$ cat src/rtl/reg_file_fwd_pkg.sv
`default_nettype none
// ============================================================================
// Module      : reg_file_fwd_pkg
// Description : Shared definitions for the register-file read bypass stage:
//               default geometry, the hardwired-zero register index and the
//               per-read-port state record {cap_reg, byp_valid, byp_data}.
// Revision    : 1.0 - initial release
// ============================================================================
package reg_file_fwd_pkg;

  localparam int unsigned DEF_WIDTH       = 32;
  localparam int unsigned DEF_NUMREGS     = 32;
  localparam int unsigned DEF_LOG2NUMREGS = 5;

  // Architectural register that always reads as zero.
  localparam int unsigned REG_ZERO = 0;

  // Per-read-port state at the default geometry.
  typedef struct packed {
    logic [DEF_LOG2NUMREGS-1:0] cap_reg;
    logic                       byp_valid;
    logic [DEF_WIDTH-1:0]       byp_data;
  } port_state_t;

endpackage
`default_nettype wire

$ cat src/rtl/reg_file_fwd_if.sv
`default_nettype none
// ============================================================================
// Module      : reg_file_fwd_if
// Description : Bundle of the two read ports (A, B) and the writeback port of
//               the register-file bypass stage.
//               master : drives read indices/enables, raw RAM data, writeback
//               slave  : the bypass stage; returns corrected operands + hits
// Ports       : a_* / b_* read ports, c_* writeback port (see signals below)
// Revision    : 1.0 - initial release
// ============================================================================
interface reg_file_fwd_if
  import reg_file_fwd_pkg::*;
#(
  parameter int unsigned WIDTH       = DEF_WIDTH,
  parameter int unsigned LOG2NUMREGS = DEF_LOG2NUMREGS
);

  // Read port A
  logic [LOG2NUMREGS-1:0] a_reg;
  logic                   a_en;
  logic [WIDTH-1:0]       a_rfdata;
  logic [WIDTH-1:0]       a_readdataout;
  logic                   a_fwd_hit;

  // Read port B
  logic [LOG2NUMREGS-1:0] b_reg;
  logic                   b_en;
  logic [WIDTH-1:0]       b_rfdata;
  logic [WIDTH-1:0]       b_readdataout;
  logic                   b_fwd_hit;

  // Writeback port
  logic [LOG2NUMREGS-1:0] c_reg;
  logic [WIDTH-1:0]       c_writedatain;
  logic                   c_we;

  modport master (
    output a_reg, a_en, a_rfdata,
    output b_reg, b_en, b_rfdata,
    output c_reg, c_writedatain, c_we,
    input  a_readdataout, a_fwd_hit,
    input  b_readdataout, b_fwd_hit
  );

  modport slave (
    input  a_reg, a_en, a_rfdata,
    input  b_reg, b_en, b_rfdata,
    input  c_reg, c_writedatain, c_we,
    output a_readdataout, a_fwd_hit,
    output b_readdataout, b_fwd_hit
  );

endinterface
`default_nettype wire

$ cat src/rtl/reg_file_fwd_port.sv
`default_nettype none
// ============================================================================
// Module      : reg_file_fwd_port
// Description : One read port of the bypass stage. Remembers which register
//               the RAM captured, tracks writeback writes to it (including the
//               write on the capture edge that the RAM misses) and muxes the
//               newest written value over the raw RAM data.
// Ports       : clk, reset        - clock, synchronous active-high reset
//               x_reg/x_en        - read index and capture enable (0 = stall)
//               x_rfdata          - raw RAM read data
//               c_reg/c_writedatain/c_we - writeback port
//               x_readdataout     - corrected operand
//               x_fwd_hit         - operand sourced from the bypass register
// Revision    : 1.0 - initial release
// ============================================================================
module reg_file_fwd_port
  import reg_file_fwd_pkg::*;
#(
  parameter int unsigned WIDTH       = DEF_WIDTH,
  parameter int unsigned NUMREGS     = DEF_NUMREGS,
  parameter int unsigned LOG2NUMREGS = DEF_LOG2NUMREGS
) (
  input  logic                   clk,
  input  logic                   reset,
  input  logic [LOG2NUMREGS-1:0] x_reg,
  input  logic                   x_en,
  input  logic [WIDTH-1:0]       x_rfdata,
  input  logic [LOG2NUMREGS-1:0] c_reg,
  input  logic [WIDTH-1:0]       c_writedatain,
  input  logic                   c_we,
  output logic [WIDTH-1:0]       x_readdataout,
  output logic                   x_fwd_hit
);

  localparam logic [LOG2NUMREGS-1:0] ZERO_IDX = LOG2NUMREGS'(REG_ZERO);

  typedef struct packed {
    logic [LOG2NUMREGS-1:0] cap_reg;
    logic                   byp_valid;
    logic [WIDTH-1:0]       byp_data;
  } state_t;

  state_t                 state_q;
  state_t                 state_d;
  logic [LOG2NUMREGS-1:0] match_reg;
  logic                   wr_hit;
  logic                   cap_is_zero;

  always_comb begin
    // On a capture edge the write must be compared against the index being
    // captured now, since the RAM returns the pre-write value for it.
    match_reg = x_en ? x_reg : state_q.cap_reg;
    wr_hit    = c_we && (c_reg == match_reg) && (c_reg != ZERO_IDX)
                && (32'(c_reg) < NUMREGS);

    state_d = state_q;
    if (x_en) begin
      state_d.cap_reg   = x_reg;
      state_d.byp_valid = wr_hit;
      state_d.byp_data  = c_writedatain;
    end else if (wr_hit) begin
      // RAM output is frozen during a stall; the latest write wins.
      state_d.byp_valid = 1'b1;
      state_d.byp_data  = c_writedatain;
    end
  end

  always_ff @(posedge clk) begin
    if (reset) begin
      state_q <= '0;
    end else begin
      state_q <= state_d;
    end
  end

  assign cap_is_zero   = (state_q.cap_reg == ZERO_IDX);
  assign x_fwd_hit     = state_q.byp_valid && !cap_is_zero;
  assign x_readdataout = cap_is_zero       ? '0 :
                         state_q.byp_valid ? state_q.byp_data :
                                             x_rfdata;

endmodule
`default_nettype wire

$ cat src/rtl/reg_file_fwd.sv
`default_nettype none
// ============================================================================
// Module      : reg_file_fwd
// Description : Read-side bypass stage between the dual-read register file
//               and execute. Two independent port instances (A, B) share the
//               writeback port, so both may bypass the same write.
// Ports       : clk   - single clock, rising edge
//               reset - synchronous active-high reset
//               bus   - reg_file_fwd_if slave (read ports A/B, writeback C)
// Revision    : 1.0 - initial release
// ============================================================================
module reg_file_fwd
  import reg_file_fwd_pkg::*;
#(
  parameter int unsigned WIDTH       = DEF_WIDTH,
  parameter int unsigned NUMREGS     = DEF_NUMREGS,
  parameter int unsigned LOG2NUMREGS = DEF_LOG2NUMREGS
) (
  input  logic          clk,
  input  logic          reset,
  reg_file_fwd_if.slave bus
);

  reg_file_fwd_port #(
    .WIDTH       (WIDTH),
    .NUMREGS     (NUMREGS),
    .LOG2NUMREGS (LOG2NUMREGS)
  ) u_port_a (
    .clk           (clk),
    .reset         (reset),
    .x_reg         (bus.a_reg),
    .x_en          (bus.a_en),
    .x_rfdata      (bus.a_rfdata),
    .c_reg         (bus.c_reg),
    .c_writedatain (bus.c_writedatain),
    .c_we          (bus.c_we),
    .x_readdataout (bus.a_readdataout),
    .x_fwd_hit     (bus.a_fwd_hit)
  );

  reg_file_fwd_port #(
    .WIDTH       (WIDTH),
    .NUMREGS     (NUMREGS),
    .LOG2NUMREGS (LOG2NUMREGS)
  ) u_port_b (
    .clk           (clk),
    .reset         (reset),
    .x_reg         (bus.b_reg),
    .x_en          (bus.b_en),
    .x_rfdata      (bus.b_rfdata),
    .c_reg         (bus.c_reg),
    .c_writedatain (bus.c_writedatain),
    .c_we          (bus.c_we),
    .x_readdataout (bus.b_readdataout),
    .x_fwd_hit     (bus.b_fwd_hit)
  );

endmodule
`default_nettype wire

$ cat src/flat_wrapper.sv
// flat-port wrapper written by rule: the top's interface ports become plain ports
module reg_file_fwd_flat import reg_file_fwd_pkg::*;
#(
  parameter int unsigned WIDTH       = DEF_WIDTH,
  parameter int unsigned NUMREGS     = DEF_NUMREGS,
  parameter int unsigned LOG2NUMREGS = DEF_LOG2NUMREGS
)
  (clk, reset, bus_a_reg, bus_a_en, bus_a_rfdata, bus_b_reg, bus_b_en, bus_b_rfdata, bus_c_reg, bus_c_writedatain, bus_c_we, bus_a_readdataout, bus_a_fwd_hit, bus_b_readdataout, bus_b_fwd_hit);
  reg_file_fwd_if #(.WIDTH(WIDTH), .LOG2NUMREGS(LOG2NUMREGS)) bus_i ();
  input  logic clk;
  input  logic reset;
  input wire logic [$bits(bus_i.a_reg)-1:0] bus_a_reg;
  input wire logic [$bits(bus_i.a_en)-1:0] bus_a_en;
  input wire logic [$bits(bus_i.a_rfdata)-1:0] bus_a_rfdata;
  input wire logic [$bits(bus_i.b_reg)-1:0] bus_b_reg;
  input wire logic [$bits(bus_i.b_en)-1:0] bus_b_en;
  input wire logic [$bits(bus_i.b_rfdata)-1:0] bus_b_rfdata;
  input wire logic [$bits(bus_i.c_reg)-1:0] bus_c_reg;
  input wire logic [$bits(bus_i.c_writedatain)-1:0] bus_c_writedatain;
  input wire logic [$bits(bus_i.c_we)-1:0] bus_c_we;
  output wire logic [$bits(bus_i.a_readdataout)-1:0] bus_a_readdataout;
  output wire logic [$bits(bus_i.a_fwd_hit)-1:0] bus_a_fwd_hit;
  output wire logic [$bits(bus_i.b_readdataout)-1:0] bus_b_readdataout;
  output wire logic [$bits(bus_i.b_fwd_hit)-1:0] bus_b_fwd_hit;
  assign bus_i.a_reg = bus_a_reg;
  assign bus_i.a_en = bus_a_en;
  assign bus_i.a_rfdata = bus_a_rfdata;
  assign bus_i.b_reg = bus_b_reg;
  assign bus_i.b_en = bus_b_en;
  assign bus_i.b_rfdata = bus_b_rfdata;
  assign bus_i.c_reg = bus_c_reg;
  assign bus_i.c_writedatain = bus_c_writedatain;
  assign bus_i.c_we = bus_c_we;
  assign bus_a_readdataout = bus_i.a_readdataout;
  assign bus_a_fwd_hit = bus_i.a_fwd_hit;
  assign bus_b_readdataout = bus_i.b_readdataout;
  assign bus_b_fwd_hit = bus_i.b_fwd_hit;
  reg_file_fwd #(.WIDTH(WIDTH), .NUMREGS(NUMREGS), .LOG2NUMREGS(LOG2NUMREGS)) u_core (.clk(clk), .reset(reset), .bus(bus_i));
endmodule
$ cat config.mk
export PLATFORM = sky130hd
export DESIGN_NAME = reg_file_fwd_flat
export DESIGN_NICKNAME = d
export VERILOG_FILES = /design/src/rtl/reg_file_fwd_pkg.sv /design/src/rtl/reg_file_fwd_if.sv /design/src/rtl/reg_file_fwd_port.sv /design/src/rtl/reg_file_fwd.sv /design/src/flat_wrapper.sv
export SDC_FILE = /design/constraint.sdc
export NUM_CORES = 1
export LEC_CHECK = 0
export CORE_MARGIN = 2
export CORE_UTILIZATION = 47
export CTS_CLUSTER_DIAMETER = 40
export CTS_CLUSTER_SIZE = 16
export DETAILED_ROUTE_END_ITERATION = 8
export HOLD_SLACK_MARGIN = 0.05
export PLACE_DENSITY = 0.83
export SLEW_MARGIN = 30
export SYNTH_ARGS = -nofsm -noshare
export SYNTH_HDL_FRONTEND = slang
export SYNTH_SLANG_ARGS = --single-unit
$ cat constraint.sdc
create_clock -name clk -period 3.43 [get_ports clk]
set_input_delay 0.686 -clock clk [delete_from_list [all_inputs] [get_ports clk]]
set_output_delay 0.686 -clock clk [all_outputs]
set_load 0.01 [all_outputs]
==> qor.csv <==
metric,value,unit
status,"complete, no violations",
area share of the largest cell type after synthesis,0.265,
Bufs on Longest Clock Path,2,
initial core utilization,0.479,
Critical Path RT,2.74,ns
largest cells by area after synthesis,"dfxtp_1 27%, mux2i_1 24%, nand2_1 8.4%",
post-synthesis sequential area ratio,0.265,
Synth Flop Type,dfxtp_1,
layout cells sized above 1,0.0532,
# hold bufs at CTS,0,
post-synthesis cell count,745,
Post-CTS Repair Setup Buffers,0,
crit-path max FO,23,
n_diodes,0,
Final Hold Fails,0,
number of synthesized register bits,76,
DR iter-0 viols,309,
routability cong.,0.821,
total core area,12000,um2
Pleak,2.56,nW
num rows,40,
reg2reg path depth,6,
largest vdd supply drop,245,uV
setup violators final,0,
TritonCTS clock tree,built,
# nets final,995,
Port Buffer Count,181,
GRT Residual Overflow,0,
final wirelength,17000,um
syn nets,861,
asr flop ratio synth,0,
number of synthesized flops with an enable pin,0,
initial antenna violation count,0,
Pre-antenna DRT Iters,5,
post-layout util,0.663,
clk_skew,0.0104,ns
DRC errors left,0,
cts repair resizes,0,
met1 usage,0.331,
DP HPWL,11400,um
H-tree lvl count,3,
CTS buffer count,9,
wire per inst,16.5,um
"antenna viol nets, final",0,
area grow syn2layout,38.4,%
clock root buffer,clkbuf_16,
combinational fraction of design power,0.307,
height of the chip,114,um
Rel. slew slack,0.514,
pwr/cell area,369,nW/um2
Synth cell types,20,
M2 GR Usage,0.435,
clock power share,0.344,
first-pass GRT wire length,27000,um
setup TNS,0,ns
CP Launch Type,flop,
CTS Sinks,76,
Syn Std Cell Area,5730,um2
Clock Pin Slew Worst Setup and Hold Paths,0.06,ns
HP Class,reg2reg,
gr busiest metal,met2,
largest area contributor in the netlist,dfxtp_1,
Switching Share,0.296,
"Data arrival, critical path",2.38,ns
P_int,2.06,mW
measured slew at the worst slew-check pin,0.730,ns
post-synthesis average cell area,7.69,um2
# IOs,182,
vias per inst,5.65,
Pins Over Slew Limit,0,
Tmin final,3.06,ns
Peak Freq,326,MHz
met3 Usage GRT,0.0466,
sequential cell fraction of total power,0.349,
Via Count,5821,
pin count of the biggest net entering global routing,74,
Die ar.,13100,um2
Crit Path Class,reg2out,
GRT Util Overall,0.255,
"Clk Latency, worst-skew pair",0.33,ns
fin crit share,0.893,
RSZ-0062 raised after global routing,false,
vias in the first global route,5458,
Ys Warns,0,
Die W,114,um
hold path cells,2,
P_sw,868,uW
maxcap violations,0,
fillers,990,
CP endpoint kind,primary output,
-- stage by stage --
stage               worst slack [ns]  hold slack, ns  power [mW]  cell area, um2  cells
detailed placement             0.516           0.538        1.94            7620   1015
finish                         0.366           0.544        2.93            7930   1031
global placement               0.592           0.516        1.93            7620   1015
global route                   0.260           0.590        3.05            7930   1031
floorplan                       1.16           0.491        1.50            5730    745
CTS                            0.334           0.553        2.94            7930   1031
-- cell usage after synthesis, types with 2 or more instances --
cell type  number
buf_6           8
nand2b_1       32
dfxtp_1        76
or4_1           3
nand2_1       128
xnor2_1        10
mux2i_2         2
nor2_1         80
o211ai_1       64
mux2i_1       136
buf_2           7
nor2b_1         4
or2_2           2
clkbuf_1       59
a21oi_1         2
nor4_4          2
nor3b_1        64
nor3_1         64
-- state kept, by name (all words and copies together), names as in the netlist --
signal,flops
u_core.u_port_b.state_q,38
u_core.u_port_a.state_q,38
-- final cells by class --
cell class | count | area, um2 | area share
Multi-Input combinational cell | 594 | 3900 | 0.492
Timing Repair Buffer | 198 | 2010 | 0.254
Sequential cell | 76 | 1520 | 0.192
Clock buffer | 12 | 236 | 0.0298
Tap cell | 147 | 184 | 0.0232
Clock inverter | 4 | 73.8 | 0.00931
-- power groups by stage --
stage,registers [mW],logic (mW),clock network (mW)
2_1_floorplan,1.01,0.492,0
3_3_place_gp,1.04,0.891,0
3_5_place_dp,1.04,0.899,0
4_1_cts,1.02,0.905,1.02
5_1_grt,1.03,0.973,1.04
6_report,1.02,0.899,1.01
-- cell usage in the layout (no fill, tap or decap), drive strengths merged --
cell and count:
clkbuf 12, nand2 128, nor2b 4, buf 20, o211ai 64, bufinv 2, nor2 80, nor4 2
dfxtp 76, or4 3, a21oi 2, o21ai 1, xnor2 10, nor3b 64, clkdlybuf4s50 178, clkinv 2
nand2b 32, nor3 64, mux2i 138, or2 2
-- critical path: stages, from the launching register on --
cell and delay (ns):
dfxtp_1 0.31, or4_1 0.53, nor2_2 0.41, buf_12 0.23, nor2_1 0.07, clkdlybuf4s50_1 0.48
-- cells by family (layout without fill, tap and decap cells) --
kind of cell	count (synthesis)	after routing	share of synthesized area
muxes	138	138	0.242
DFF	76	76	0.265
xor gates and xnor gates	10	10	0.0153
buffers and inverters	75	214	0.0611
AOI/OAI and AO/OA	67	67	0.0871
and+or+nand+nor	379	379	0.329
-- routing by layer --
metal | part of all wire | vias to the layer above
li1 | - | 2863
met1 | 0.44 | 2719
met2 | 0.48 | 226
met3 | 0.073 | 13
met4 | 0.010 | 0
met5 | 0 | -
-- final timing paths --
| path | start | to | slack, ns |
|---|---|---|---|
| max | u_core.u_port_a.state_q[34]$_SDFF_PP0_ | bus_a_readdataout[29] | 0.37 |
| min | u_core.u_port_a.state_q[36]$_SDFF_PP0_ | u_core.u_port_a.state_q[36]$_SDFF_PP0_ | 0.54 |
| max reg2reg | u_core.u_port_a.state_q[34]$_SDFF_PP0_ | u_core.u_port_a.state_q[20]$_SDFFE_PP0P_ | 1.42 |
| min reg2reg | u_core.u_port_a.state_q[36]$_SDFF_PP0_ | u_core.u_port_a.state_q[36]$_SDFF_PP0_ | 0.54 |
No activity file was read; power rests on OpenSTA's default activity.
